==> src/rtl/data_mem_io.sv <==
// Data-memory responder for the LEGLite core: word RAM plus a small I/O page
// (output port, synchronized input port, down-counting timer with sticky status).
module data_mem_io #(
  parameter int unsigned RAM_WORDS = 128,
  parameter logic [15:0] IO_BASE   = 16'hFFF0
) (
  input  logic        clock,
  input  logic        reset,
  input  logic [15:0] daddr,
  input  logic        dread,
  input  logic        dwrite,
  input  logic [15:0] dwdata,
  output logic [15:0] ddata,
  input  logic [15:0] io_in,
  output logic [15:0] io_out,
  output logic        timer_irq
);

  localparam int unsigned AW = (RAM_WORDS > 1) ? $clog2(RAM_WORDS) : 1;

  typedef enum logic [2:0] {
    IO_OUT    = 3'd0,
    IO_IN     = 3'd1,
    IO_LOAD   = 3'd2,
    IO_COUNT  = 3'd3,
    IO_CTRL   = 3'd4,
    IO_STATUS = 3'd5
  } io_reg_e;

  logic [15:0] mem_q [RAM_WORDS];
  logic [15:0] out_q, sync1_q, sync2_q, load_q, count_q;
  logic [2:0]  ctrl_q;
  logic [1:0]  status_q;

  logic [15:0] count_d;
  logic [2:0]  ctrl_d;
  logic [1:0]  status_d;

  logic [15:0] io_off;
  logic        is_ram, is_io, wr_io, expire, st_read;
  io_reg_e     io_sel;

  always_comb begin
    io_off = daddr - IO_BASE;
    is_ram = (32'(daddr) < RAM_WORDS);
    is_io  = (daddr >= IO_BASE) && (io_off < 16'd6);
    io_sel = io_reg_e'(io_off[2:0]);
  end

  always_comb begin
    ddata = '0;
    if (is_ram) begin
      ddata = mem_q[daddr[AW-1:0]];
    end else if (is_io) begin
      case (io_sel)
        IO_OUT:    ddata = out_q;
        IO_IN:     ddata = sync2_q;
        IO_LOAD:   ddata = load_q;
        IO_COUNT:  ddata = count_q;
        IO_CTRL:   ddata = {13'b0, ctrl_q};
        IO_STATUS: ddata = {14'b0, status_q};
        default:   ddata = '0;
      endcase
    end
  end

  // Expiry wins over the read-clear for the expired bit only; overrun is
  // cleared by the read even if this edge would otherwise set it.
  always_comb begin
    wr_io   = dwrite && is_io;
    expire  = ctrl_q[0] && (count_q == '0);
    st_read = dread && is_io && (io_sel == IO_STATUS);

    count_d = count_q;
    if (wr_io && (io_sel == IO_LOAD)) begin
      count_d = dwdata;
    end else if (ctrl_q[0]) begin
      if (count_q != '0) count_d = count_q - 16'd1;
      else if (ctrl_q[1]) count_d = load_q;
    end

    ctrl_d = ctrl_q;
    if (wr_io && (io_sel == IO_CTRL)) ctrl_d = dwdata[2:0];
    else if (expire && !ctrl_q[1])   ctrl_d[0] = 1'b0;

    status_d = status_q;
    if (st_read)     status_d = {1'b0, expire};
    else if (expire) status_d = {status_q[1] | status_q[0], 1'b1};
  end

  always_ff @(posedge clock) begin
    if (reset) begin
      out_q    <= '0;
      sync1_q  <= '0;
      sync2_q  <= '0;
      load_q   <= '0;
      count_q  <= '0;
      ctrl_q   <= '0;
      status_q <= '0;
    end else begin
      sync1_q  <= io_in;
      sync2_q  <= sync1_q;
      count_q  <= count_d;
      ctrl_q   <= ctrl_d;
      status_q <= status_d;
      if (wr_io && (io_sel == IO_OUT))  out_q  <= dwdata;
      if (wr_io && (io_sel == IO_LOAD)) load_q <= dwdata;
    end
  end

  always_ff @(posedge clock) begin
    if (!reset && dwrite && is_ram) mem_q[daddr[AW-1:0]] <= dwdata;
  end

  assign io_out    = out_q;
  assign timer_irq = status_q[0] & ctrl_q[2];

endmodule
==> config.mk <==
export PLATFORM = sky130hd
export DESIGN_NAME = data_mem_io
export DESIGN_NICKNAME = d
export VERILOG_FILES = /design/src/rtl/data_mem_io.sv
export SDC_FILE = /design/constraint.sdc
export NUM_CORES = 2
export LEC_CHECK = 0
export ABC_CLOCK_PERIOD_IN_PS = 4100
export CORE_MARGIN = 10
export CORE_UTILIZATION = 45
export DETAILED_ROUTE_END_ITERATION = 6
export GPL_TIMING_DRIVEN = 0
export PLACE_DENSITY = 0.58
export RECOVER_POWER = 50
export SYNTH_ARGS = -nofsm -noshare
export SYNTH_HDL_FRONTEND = slang
export SYNTH_SLANG_ARGS = --single-unit
==> constraint.sdc <==
create_clock -name clock -period 4.1 [get_ports clock]
set_input_delay 0.82 -clock clock [delete_from_list [all_inputs] [get_ports clock]]
set_output_delay 0.82 -clock clock [all_outputs]
set_load 0.005 [all_outputs]
==> flow_summary.rst <==
.. list-table::
   :header-rows: 1

   * - Metric
     - Value
   * - Outcome
     - finished with violations
   * - Failing checks
     - capacitance limit, slew limit, setup timing
   * - Worst clock skew
     - 0.007602 ns
   * - Clock latency reported for the late side of the worst-skew pair
     - 0.87 ns
   * - H-tree depth reported by CTS
     - 4
   * - Number of primary I/O pins
     - 85
   * - Synth cell types
     - 55
   * - Path class of the lowest-slack min-delay path
     - flip-flop to flip-flop
   * - Yosys synthesis warning count
     - 0
   * - Inserted Clock Buffers
     - 212
   * - Post-Route Setup TNS
     - -16.55 ns
   * - Layout Area Growth over Synthesis
     - 23.21%
   * - Number of design rule violations left after detail routing
     - 0
   * - First-pass GRT wire length
     - 409.8 mm
   * - Iteration-0 DRC count of the detailed router
     - 8,353
   * - Slowest stage delay, CP
     - 0.55 ns
   * - Antenna Violating Nets Remaining
     - 0
   * - Cell chain of the critical path
     - buf_12 -> clkbuf_16 -> nor2_4 -> buf_12 -> clkbuf_16 -> clkbuf_8 -> a22oi_1 -> nand3_2 -> a41oi_4 -> nor4_4 -> o22ai_1 -> clkdlybuf4s50_1
   * - Largest voltage drop on the vdd net
     - 0.0004971 V
   * - Average detailed-routed wire length per instance
     - 38.57 microns
   * - Placer's final routability congestion estimate
     - 1.008
   * - Count of port buffers added during placement
     - 83
   * - Remaining max-slew budget at the tightest pin
     - -1.865
   * - Fmax
     - 218.4 MHz
   * - Post-synthesis area per instance
     - 17.10 sq um
   * - Slew at the pin closest to its max-slew limit
     - 4.297 ns
   * - Most frequent standard cell in the layout excluding fill and tap cells
     - edfxtp_1
   * - Layout cells sized above 1
     - 0.2144
   * - Antenna violations before repair
     - 11
   * - Category of the most critical setup path
     - input pin to output port
   * - Die width
     - 450.4 microns
   * - Number of placement rows
     - 157
   * - Number of gates on the worst path with buffers counted
     - 12
   * - Final period demand of the worst path
     - 4.580 ns
   * - Routed via count
     - 51,370
   * - Endpoint arrival time on the critical path
     - 3.76 ns
   * - Slowest stage cell, crit path
     - nor4_4
   * - Effective utilization at floorplan
     - 0.4539
   * - Buffer type at the clock tree root
     - clkbuf_16
   * - Deepest clock path buffer count
     - 3
   * - Type of origin of the critical path
     - input pin
   * - Period Utilization, post-route
     - 1.117
   * - CTS sink cnt
     - 2,133
   * - Final Setup Violations
     - 226
   * - Mapped Nets
     - 4,928
   * - Total gr overflow
     - 0
   * - Number of maximum-capacitance constraint violations
     - 29
   * - Detailed-placement wirelength estimate
     - 200.0 mm
   * - Critical path capture point type
     - output port
   * - Number of max-slew violations in the final report
     - 1,882
   * - Leakage power total
     - 34.61 nW
   * - Setup repair after global routing missed its margin
     - true
   * - Area fraction in and, or, nand and nor cells after synthesis
     - 0.03670
   * - Number of synthesized flops with an enable pin
     - 2,048
   * - Filler cell count in the final layout
     - 13,940
   * - Mux share of post-synthesis cell area
     - 0.1256
   * - Area of the multi-input gates
     - 21,930 sq um
   * - Full die area
     - 202,900 sq um
   * - Flip-flop cell with the highest count after synthesis
     - edfxtp_1
   * - Count of mapped cells out of synthesis
     - 4,874
   * - Final critical-path setup slack
     - -0.4797 ns
   * - R2R depth
     - 7
   * - CTS clk-pin slew, worst paths
     - 0.06 ns
   * - Sequential cell area fraction in the yosys report
     - 0.7582
   * - Required time worst endpoint
     - 3.28 ns
   * - Area share of xor/xnor cells in the synthesized design
     - 0.0002101
   * - Delay-heaviest family, CP
     - buffers and inverters
   * - Mapped cell area
     - 83,360 sq um
   * - Number of buffer and inverter instances along the worst setup path
     - 6
   * - Fraction of synthesis flops using an asynchronous set or reset pin
     - 0
   * - Total power density per cell area
     - 446.3 nW/um^2
   * - Flip-flop and latch count after synthesis
     - 2,133
   * - Hold WS
     - 0.4332 ns
   * - Vertical die dimension
     - 450.4 microns
   * - Combined global-route utilization of all metal layers
     - 0.2927
   * - Via-per-instance ratio
     - 6.433
   * - TritonCTS clock tree
     - built
   * - Maximum net fanout on the critical path
     - 10
   * - Core ar.
     - 183,700 sq um
   * - Commonest cells after routing, fill and taps aside
     - 2,048 x edfxtp_1, 1,029 x mux2i_1, 489 x a22oi_1, 282 x clkbuf_16, 138 x nand3_2
   * - Dominant combinational cell family by area after synthesis
     - multiplexers
   * - Number of hold violations in the final report
     - 0
   * - Synthesized-area fraction occupied by adder cells
     - 0.0003002
   * - Footprint of the flip-flops and latches
     - 63,200 sq um
   * - Complex-gate fraction of the synthesized area
     - 0.06392
   * - Largest net degree at the start of global routing
     - 104
   * - Hold-critical path depth
     - 1
   * - Vias in the first global route
     - 47,860
   * - Final Routed Wirelength
     - 307.9 mm
   * - Dpl ws
     - -4.906 ns
   * - Net count, final
     - 5,396
   * - Number of iterations in the first detailed-routing pass
     - 6
==> path summary, 6_finish.rpt <==
kind	from	to	slack, ns
max	daddr[2]	ddata[3]	-0.48
min	sync1_q[14]	sync2_q[14]	0.43
max reg2reg	count_q[4]	count_q[6]	1.20
min reg2reg	sync1_q[14]	sync2_q[14]	0.43
==> final cells by class <==
cell class	instances	share of cell area
antenna	2	0.00004873
buffer	306	0.04385
clock buffer	269	0.05456
clock inverter	122	0.008966
inverter	8	0.0002924
multi-input combinational	2419	0.2135
sequential	2133	0.6153
tap	2464	0.03002
timing repair buffer	262	0.03341
==> per-layer routing <==
layer  wire length [microns]  vias to the layer above  track usage
li1                        -                    20530            -
met1                  117700                    26520       0.3968
met2                  133500                     3568       0.4307
met3                   37390                      744      0.07944
met4                   19410                        2       0.1537
met5                      11                        -            0
==> registers in the layout, indices dropped and copies added, names as in the netlist <==
| signal | flops |
|---|---|
| count_q | 16 |
| ctrl_q | 3 |
| io_out | 16 |
| load_q | 16 |
| mem_q | 2048 |
| status_q | 2 |
| sync1_q | 16 |
| sync2_q | 16 |
==> power by group <==
group          internal, mW  leakage (nW)  switching [mW]
logic                  1.06          12.3            2.23
clock network          10.2          3.19            8.47
registers              23.9          19.1         0.00306
total                  35.1          34.6            10.7
==> logic make-up after synthesis <==
group           Yosys count
compound gates          719
xor+xnor                  2
fa+ha+maj                 2
buf+inv                 322
flops                  2133
mux                    1044
simple gates            652
==> cell usage after synthesis (18+ instances only) <==
master	instances	area [sq um]
o22ai_1	18	112.6
nor2b_1	41	256.5
a22oi_1	518	3889
nand3_1	267	1336
mux2i_1	1038	10390
nor4_1	19	118.9
dfxtp_1	85	1702
buf_2	30	150.1
edfxtp_1	2048	61500
clkbuf_1	245	919.6
nand2_1	99	371.6
a41oi_1	64	560.5
a21oi_1	66	330.3
buf_1	37	138.9
nor2_1	183	686.9
==> through the flow <==
stage | utilization | area [sq um] | instances | power (mW)
floorplan | - | 83360 | 4874 | 25.41
global placement | 0.4752 | 87280 | 7421 | 26.95
detailed placement | 0.4893 | 89880 | 7520 | 26.90
CTS | 0.5556 | 102100 | 7931 | 45.68
global route | 0.5592 | 102700 | 7983 | 46.75
finish | 0.5592 | 102700 | 7985 | 45.84
==> what timing repair did <==
item	4_1_cts	5_1_grt
endpoints found under the setup margin	2038	1043
pin swaps	87	72
hold buffers	0	0
gates cloned	7	2
resized for setup	1295	153
setup buffers	19	55
Note: power is estimated with default switching activity, not from simulation.
